==> src/rtl/cache_tag_lru.sv <==
// Tag store and true-LRU replacement unit for a 4-line fully-associative cache.
// Registers lookup/victim results every cycle and applies fill/dirty/touch commands on the clock edge.
module cache_tag_lru #(
    parameter int CACHE_SIZE = 4,
    parameter int ADDR_WIDTH = 8
) (
    input  logic                  clk,
    input  logic                  reset,
    input  logic [ADDR_WIDTH-1:0] lookup_address,
    input  logic [CACHE_SIZE-1:0] line_select,
    input  logic                  cache_write_enable,
    input  logic                  set_valid_bit,
    input  logic                  set_dirty_bit,
    input  logic                  clear_dirty_bit,
    input  logic                  hit_signal,
    input  logic                  invalidate_all,
    output logic                  cache_hit,
    output logic [CACHE_SIZE-1:0] hit_lines,
    output logic [1:0]            hit_index,
    output logic [1:0]            replace_index,
    output logic                  replace_dirty,
    output logic [ADDR_WIDTH-1:0] replace_tag,
    output logic [CACHE_SIZE-1:0] valid_bits,
    output logic [CACHE_SIZE-1:0] dirty_bits,
    output logic                  sel_error
);

    logic [ADDR_WIDTH-1:0] r_tag [CACHE_SIZE];
    logic [1:0]            r_age [CACHE_SIZE];
    logic [CACHE_SIZE-1:0] r_valid;
    logic [CACHE_SIZE-1:0] r_dirty;

    logic                  r_cache_hit;
    logic [CACHE_SIZE-1:0] r_hit_lines;
    logic [1:0]            r_hit_index;
    logic [1:0]            r_replace_index;
    logic                  r_replace_dirty;
    logic [ADDR_WIDTH-1:0] r_replace_tag;
    logic                  r_sel_error;

    logic [CACHE_SIZE-1:0] w_match;
    logic [1:0]            w_hit_index;
    logic [1:0]            w_victim;
    logic                  w_has_invalid;
    logic                  w_legal;
    logic                  w_strobe;
    logic                  w_touch;
    logic [1:0]            w_k;

    always_comb begin
        w_match     = '0;
        w_hit_index = '0;
        for (int unsigned i = 0; i < CACHE_SIZE; i++)
            w_match[i] = r_valid[i] && (r_tag[i] == lookup_address);
        // Descending scan so the lowest matching index wins.
        for (int unsigned i = CACHE_SIZE; i > 0; i--)
            if (w_match[i-1]) w_hit_index = 2'(i-1);
    end

    always_comb begin
        w_has_invalid = 1'b0;
        w_victim      = '0;
        for (int unsigned i = CACHE_SIZE; i > 0; i--)
            if (r_age[i-1] == 2'd3) w_victim = 2'(i-1);
        for (int unsigned i = CACHE_SIZE; i > 0; i--)
            if (!r_valid[i-1]) begin
                w_has_invalid = 1'b1;
                w_victim      = 2'(i-1);
            end
    end

    always_comb begin
        w_k = '0;
        for (int unsigned i = 0; i < CACHE_SIZE; i++)
            if (line_select[i]) w_k = 2'(i);
    end

    assign w_legal  = (line_select != '0) && ((line_select & (line_select - 1'b1)) == '0);
    assign w_strobe = cache_write_enable | hit_signal | set_dirty_bit | clear_dirty_bit;
    assign w_touch  = (hit_signal | cache_write_enable) & w_legal & ~invalidate_all;

    always_ff @(posedge clk or posedge reset) begin
        if (reset) begin
            for (int unsigned i = 0; i < CACHE_SIZE; i++) begin
                r_tag[i] <= '0;
                r_age[i] <= 2'(i);
            end
            r_valid         <= '0;
            r_dirty         <= '0;
            r_cache_hit     <= 1'b0;
            r_hit_lines     <= '0;
            r_hit_index     <= '0;
            r_replace_index <= '0;
            r_replace_dirty <= 1'b0;
            r_replace_tag   <= '0;
            r_sel_error     <= 1'b0;
        end else begin
            r_hit_lines     <= w_match;
            r_cache_hit     <= |w_match;
            r_hit_index     <= w_hit_index;
            r_replace_index <= w_victim;
            r_replace_dirty <= r_dirty[w_victim];
            r_replace_tag   <= r_tag[w_victim];

            if (w_strobe && !w_legal)
                r_sel_error <= 1'b1;

            if (invalidate_all) begin
                r_valid <= '0;
                r_dirty <= '0;
            end else if (cache_write_enable && w_legal) begin
                if (set_valid_bit) begin
                    r_tag[w_k]   <= lookup_address;
                    r_valid[w_k] <= 1'b1;
                    r_dirty[w_k] <= set_dirty_bit;
                end else if (set_dirty_bit) begin
                    r_dirty[w_k] <= 1'b1;
                end else if (clear_dirty_bit) begin
                    r_dirty[w_k] <= 1'b0;
                end
            end

            // Promote line k to MRU; only lines younger than it age, keeping a permutation.
            if (w_touch) begin
                for (int unsigned i = 0; i < CACHE_SIZE; i++) begin
                    if (2'(i) == w_k)
                        r_age[i] <= 2'd0;
                    else if (r_age[i] < r_age[w_k])
                        r_age[i] <= r_age[i] + 2'd1;
                end
            end
        end
    end

    assign cache_hit     = r_cache_hit;
    assign hit_lines     = r_hit_lines;
    assign hit_index     = r_hit_index;
    assign replace_index = r_replace_index;
    assign replace_dirty = r_replace_dirty;
    assign replace_tag   = r_replace_tag;
    assign valid_bits    = r_valid;
    assign dirty_bits    = r_dirty;
    assign sel_error     = r_sel_error;

endmodule

==> config.mk <==
export PLATFORM = sky130hd
export DESIGN_NAME = cache_tag_lru
export DESIGN_NICKNAME = d
export VERILOG_FILES = /design/src/rtl/cache_tag_lru.sv
export SDC_FILE = /design/constraint.sdc
export NUM_CORES = 1
export LEC_CHECK = 0
export ABC_AREA = 1
export CORE_ASPECT_RATIO = 1.4
export CORE_MARGIN = 2
export CORE_UTILIZATION = 55
export DETAILED_ROUTE_END_ITERATION = 8
export PLACE_DENSITY = 0.86
export SYNTH_ARGS = -nofsm -noshare
export SYNTH_HDL_FRONTEND = slang
export SYNTH_SLANG_ARGS = --single-unit
==> constraint.sdc <==
create_clock -name clk -period 3.5 [get_ports clk]
set_input_delay 0.7 -clock clk [delete_from_list [all_inputs] [get_ports clk]]
set_output_delay 0.7 -clock clk [all_outputs]
set_load 0.005 [all_outputs]
# After elaboration in Yosys (flattened, before gate mapping)
# Cells that the tools add are included.
classes:
  add_sub_neg: 5
  n_eq_ne: 11
  bitwise: 13
  order_cmp: 10
  n_reduce_logical: 28
  mux: 45
ops:
  columns: ["operator", "count"]
  rows:
  - ["$mux 2", 24]
  - ["$bwmux 32", 1]
  - ["$eq 8x8->1", 4]
  - ["$mux 4", 8]
  - ["$mux 8", 3]
  - ["$bmux 8 s2", 1]
  - ["$demux 8 s2", 1]
  - ["$reduce_and 2->1", 6]
  - ["$reduce_bool 2->1", 6]
  - ["$logic_and 1x1->1", 9]
  - ["$add 2x1->2 const B", 4]
  - ["$and 4x4->4", 2]
  - ["$eq 2x2->1 const B", 4]
  - ["$lt 2x2->1", 4]
  - ["$or 4x4->4", 2]
  - ["$reduce_bool 4->1", 2]
  - ["$ge 3x3->1 const B", 2]
  - ["$lt 2x3->1 const B", 2]
  - ["$not 2->3", 2]
  - ["$bmux 2 s2", 1]
  - ["$bwmux 4", 1]
  - ["$eq 2x2->1 const A", 2]
  - ["$logic_not 4->1", 1]
  - ["$not 4->4", 1]
  - ["14 further kinds", 19]
word_totals:
  out_inout_bits: 27
  register_bits: 67
  wordCells: 129
  input_bits: 20

# Logic depth before layout (Yosys ltp)
logic_depth:
  ltp_word: 14
  depth_mapped: 13
  mapped_depth_nobuf: 12

# Worst setup path before layout
# OpenSTA, ideal clock, no wires.
synth_timing:
  kind: "input port to flip-flop"
  start: "input line_select[3]"
  end: "register r_age[2] (netlist bit)"
  n_path_buf: 0
  path_slack_ns: 1.126
  arrival_time_ns: 2.257
  t_required_ns: 3.383
  setup_ns: 0.117
  cell_stages: 12
  cell_sequence: "nor2_1 -> inv_1 -> nor2_1 -> inv_1 -> o221ai_1 -> ha_1 -> nand2_1 -> nand2_1 -> nand2_1 -> nand2_1 -> nand2_1 -> nand2_1"
synth_via:
  elab_chain_cells: 8
  elab_cells_between_ends: 17
  classes_between: "add/sub: 1; order compare: 1; eq/ne: 1; mux: 5; bitwise: 4; reduce/logical: 5"
synth_lines:
  columns: ["element", "line_no", "text"]
  rows:
  - ["start: declaration", "10", "input logic [CACHE_SIZE-1:0] line_select,"]
  - ["branches (longest 8 deep; another with $sub 4x1->4)", null, null]
  - ["end signal: indexed assignment", "86", "r_age[i] <= 2'(i);"]
  - ["end signal: indexed assignment", "129", "r_age[i] <= r_age[i] + 2'd1;"]
  - ["end: declaration", "29", "logic [1:0] r_age [CACHE_SIZE];"]
# Parallel ways; which one is timed is not known. The select of a mux whose other input is x is not followed.
# A chain may end at the register's enable or synchronous reset.

# Final worst setup path
layout_timing:
  start: "input line_select[3]"
  end: "register r_age[5] (netlist bit)"
# Same word-level chain as after synthesis.

==> Implementation_results.wiki <==
{| class="wikitable"
! Metric !! Value
|-
| Status || completed
|-
| Number of buffers inserted during clock tree synthesis || 9
|-
| First-pass iteration count of the detailed router || 5
|-
| Combined global-route utilization of all metal layers || 0.257
|-
| #FFs+latches synth || 67
|-
| # Max-Cap Violations || 0
|-
| Number of instances resized during post-cts repair || 0
|-
| Core Box Area || between 6000 and 7000 um2
|-
| Kind of start point of the critical path || primary input
|-
| Cell with the most instances on the worst path || sky130_fd_sc_hd__nand2_1
|-
| Max-slew violation count || 0
|-
| Placement Rows || 34
|-
| Average routed wire per standard cell || ~14 um
|-
| Clock Latency Late Sink || ~0.35 ns
|-
| Synth Cell Area || about 3600 um2
|-
| Routed via count divided by cell count || 5.53
|-
| Fraction of layout cells with a size suffix above 1 || 0.0747
|-
| CP arrival || 2.96 ns
|-
| Total non-filler cell area in the finished layout || 4250 um2
|-
| Maximum number of pins on one net before global-route repair || 65
|-
| Met2 WL post-DR || roughly 4400 um
|-
| Worst hold slack || a little under 0.5 ns
|-
| Post-synthesis net count || roughly 490
|-
| DR vias || between 3000 and 4000
|-
| Count of buffering cells on the critical path with inverters included || 3
|-
| Setup slack of the worst register-to-register path || roughly 1.4 ns
|-
| Half-perimeter wire length after placement || 6190 um
|-
| Final cell count without fillers || about 590
|-
| Logic depth of the worst register-to-register path || 13
|-
| Peak VDD IR || between 300 and 400 uV
|-
| Routed WL || around 8500 um
|-
| Post CTS Setup Buffer Count || 0
|-
| Antenna violations before repair || 0
|-
| Initial Util || 0.568
|-
| Startpoint of the most critical register-to-register path || r_age[3]
|-
| Fraction of the yosys area taken by sequential cells || 0.473
|-
| Number of synthesis warnings || 0
|-
| CTS tree || built
|-
| Crit path max fanout || 7
|-
| Kind of end point of the critical path || flip-flop
|-
| Quantity of hold-fixing buffers added after cts || 0
|-
| Remaining number of nets flagged by the antenna check after routing || 0
|-
| Critical Path Max Stage Delay || ~0.53 ns
|-
| Total congestion overflow after global routing || 0
|-
| RD Place Congestion || 0.912
|-
| Vias in the first global route || around 3100
|-
| Highest-delay cell along the critical path || sky130_fd_sc_hd__clkdlybuf4s50_1
|-
| Endpoint of the worst hold path || sel_error
|-
| Cells after Synth || 465
|-
| Clock slew at the register clock pins of the worst setup and hold paths || roughly 0.07 ns
|-
| Total count of hold-check failures in the final report || 0
|-
| Area used by sequential logic in the layout || approximately 1700 um2
|-
| Area Overhead vs Synth || 19.7%
|-
| Number of I/O pins || 47
|-
| Peak clock frequency supported by timing || ~370 MHz
|-
| Average size of a mapped cell || approximately 7.6 um2
|-
| Required time worst endpoint || about 3.7 ns
|-
| Reg2Reg Capture Point || replace_tag[4]
|-
| H-tree levels || 3
|-
| DR top layer || met4
|-
| Library cells used by synthesis || 27
|-
| Worst setup skew after layout || around 0.0092 ns
|-
| Ant diodes || 0
|-
| Leakage dissipation || between 2 and 2.5 nW
|-
| Least-Margin Pin Slew || 0.781 ns
|-
| Clock root buffer master || sky130_fd_sc_hd__clkbuf_8
|-
| Class of the most critical hold timing path || flip-flop to flip-flop
|-
| Width of the chip || between 70 and 80 um
|-
| Slew margin rel. || 0.479
|-
| Setup TNS Final || 0 ns
|-
| Count of routing violations after the opening detailed-route iteration || approximately 280
|-
| HP Start || sel_error
|-
| Tmin final || roughly 2.7 ns
|-
| Multi-input logic area || between 1500 and 2000 um2
|-
| Standard cell area after detailed placement || between 4000 and 5000 um2
|-
| Final Setup Violations || 0
|-
| Layout Nets || between 500 and 600
|-
| Class of the most critical setup path || primary input to flip-flop
|-
| Y dimension of the die || ~99 um
|-
| Area of the die || roughly 7100 um2
|-
| Routed wire length on met3 || ~450 um
|-
| Wire length of the first global-routing pass || 14100 um
|-
| Instance count after placement with tap cells included || slightly below 600
|-
| Count of port buffers added during placement || 46
|-
| Fillers || approximately 510
|-
| Gate family responsible for the most delay along the worst path || simple AND/OR/NAND/NOR gates
|-
| Number of sinks on the clock net || between 60 and 70
|-
| Worst path cell trace || clkdlybuf4s50_1, nor2_1, inv_1, nor2_1, inv_1, o221ai_1, ha_1, nand2_1, nand2_1, nand2_1, nand2_1, nand2_1, nand2_1
|-
| Count of cells along the worst hold path || 2
|-
| DRT met1 WL || approximately 3300 um
|-
| Post-route DRC violation count || 0
|-
| Final clock period utilization by the worst path || 0.777
|-
| Maximum root-to-sink buffer count || 2
|-
| Total power per unit cell area || around 510 nW/um2
|-
| RSZ-0062 raised after global routing || false
|}
[kinds of logic after synthesis]
kind of cell | count (synthesis) | share of synthesized area
adder cells (fa/ha/maj) | 8 | 0.0282
AND/OR/NAND/NOR | 233 | 0.268
flip-flops | 67 | 0.473
XOR/XNOR | 8 | 0.0197
buffers and inverters | 71 | 0.0842
AO/OA/AOI/OAI | 78 | 0.126
[cells in the final DEF (no fill, tap or decap), drive strengths merged, types with 2 or more instances in the layout]
| cell | instances |
|---|---|
| dfrtp | 63 |
| nand3 | 26 |
| inv | 59 |
| clkdlybuf4s50 | 46 |
| nand2 | 158 |
| nor2 | 35 |
| clkbuf | 13 |
| or2 | 2 |
| ha | 8 |
| a21oi | 10 |
| xor2 | 5 |
| nor3 | 9 |
| buf | 6 |
| xnor2 | 3 |
| clkinv | 3 |
| o22ai | 9 |
| dfstp | 4 |
| o21ai | 55 |
| nand4 | 2 |
| o221ai | 2 |
[worst min-delay path, cell delays in order, from the launching register on]
cell	delay, ns
sky130_fd_sc_hd__dfrtp_1	0.36
sky130_fd_sc_hd__inv_1	0.04
sky130_fd_sc_hd__nand2_1	0.05
[synthesized netlist by cell type]
library cell	n	area [um2]
sky130_fd_sc_hd__a21oi_1	10	50.1
sky130_fd_sc_hd__buf_2	2	10.0
sky130_fd_sc_hd__buf_6	4	45.0
sky130_fd_sc_hd__clkbuf_1	5	18.8
sky130_fd_sc_hd__clkinv_1	1	3.75
sky130_fd_sc_hd__dfrtp_1	63	1580
sky130_fd_sc_hd__dfstp_2	4	105
sky130_fd_sc_hd__ha_1	8	100
sky130_fd_sc_hd__inv_1	59	221
sky130_fd_sc_hd__nand2_1	154	578
sky130_fd_sc_hd__nand2_2	4	25.0
sky130_fd_sc_hd__nand3_1	26	130
sky130_fd_sc_hd__nand3b_1	1	7.51
sky130_fd_sc_hd__nand4_1	2	12.5
sky130_fd_sc_hd__nor2_1	35	131
sky130_fd_sc_hd__nor3_1	8	40.0
sky130_fd_sc_hd__nor3_4	1	16.3
sky130_fd_sc_hd__o2111ai_1	1	8.76
sky130_fd_sc_hd__o21ai_0	21	105
sky130_fd_sc_hd__o21ai_1	25	125
sky130_fd_sc_hd__o21ai_2	9	78.8
sky130_fd_sc_hd__o221ai_1	2	17.5
sky130_fd_sc_hd__o22ai_1	9	56.3
sky130_fd_sc_hd__o31ai_1	1	7.51
sky130_fd_sc_hd__or2_2	2	12.5
sky130_fd_sc_hd__xnor2_1	3	26.3
sky130_fd_sc_hd__xor2_1	5	43.8
[cell type report]
cell class / instances / share of cell area
Clock buffer: 13 / 0.0326
Clock inverter: 3 / 0.00941
Inverter: 60 / 0.0529
Multi-Input combinational cell: 327 / 0.370
Sequential cell: 67 / 0.395
Tap cell: 72 / 0.0212
Timing Repair Buffer: 52 / 0.119
[metrics by stage]
| stage | setup slack [ns] | utilization | power, mW |
|---|---|---|---|
| after floorplan | 1.12 | - | 1.39 |
| after global placement | 0.557 | 0.652 | 1.53 |
| after detailed placement | 0.423 | 0.652 | 1.57 |
| after CTS | 0.776 | 0.680 | 2.18 |
| after global routing | 0.473 | 0.680 | 2.31 |
| final | 0.782 | 0.680 | 2.18 |
[state kept, by name (all words and copies together) (netlist names)]
register / flops
r_age: 8
valid_bits: 4
replace_index: 2
cache_hit: 1
sel_error: 1
r_tag: 32
replace_dirty: 1
replace_tag: 8
hit_lines: 4
hit_index: 2
dirty_bits: 4
[metal layers]
metal / vias to the layer above / GRT usage
li1: 1593 / -
met3: 30 / 0.0567
met5: - / 0
met4: 0 / 0.149
met2: 132 / 0.440
met1: 1529 / 0.290
[power by group]
| part | internal (mW) | total [mW] | switching [mW] |
|---|---|---|---|
| combinational | 0.234 | 0.552 | 0.318 |
| sequential | 0.905 | 1.02 | 0.110 |
| clock | 0.328 | 0.611 | 0.283 |
| total | 1.47 | 2.18 | 0.711 |
[worst max-delay path by stage]
stage | startpoint | endpoint | depth (start not counted)
2_1_floorplan | reset | cache_hit | 1
3_3_place_gp | line_select[3] | r_age[2] | 13
3_5_place_dp | line_select[3] | r_age[5] | 13
4_1_cts | line_select[3] | r_age[5] | 13
5_1_grt | line_select[3] | r_age[5] | 13
6_report | line_select[3] | r_age[5] | 13
No activity file was read; power rests on OpenSTA's default activity.
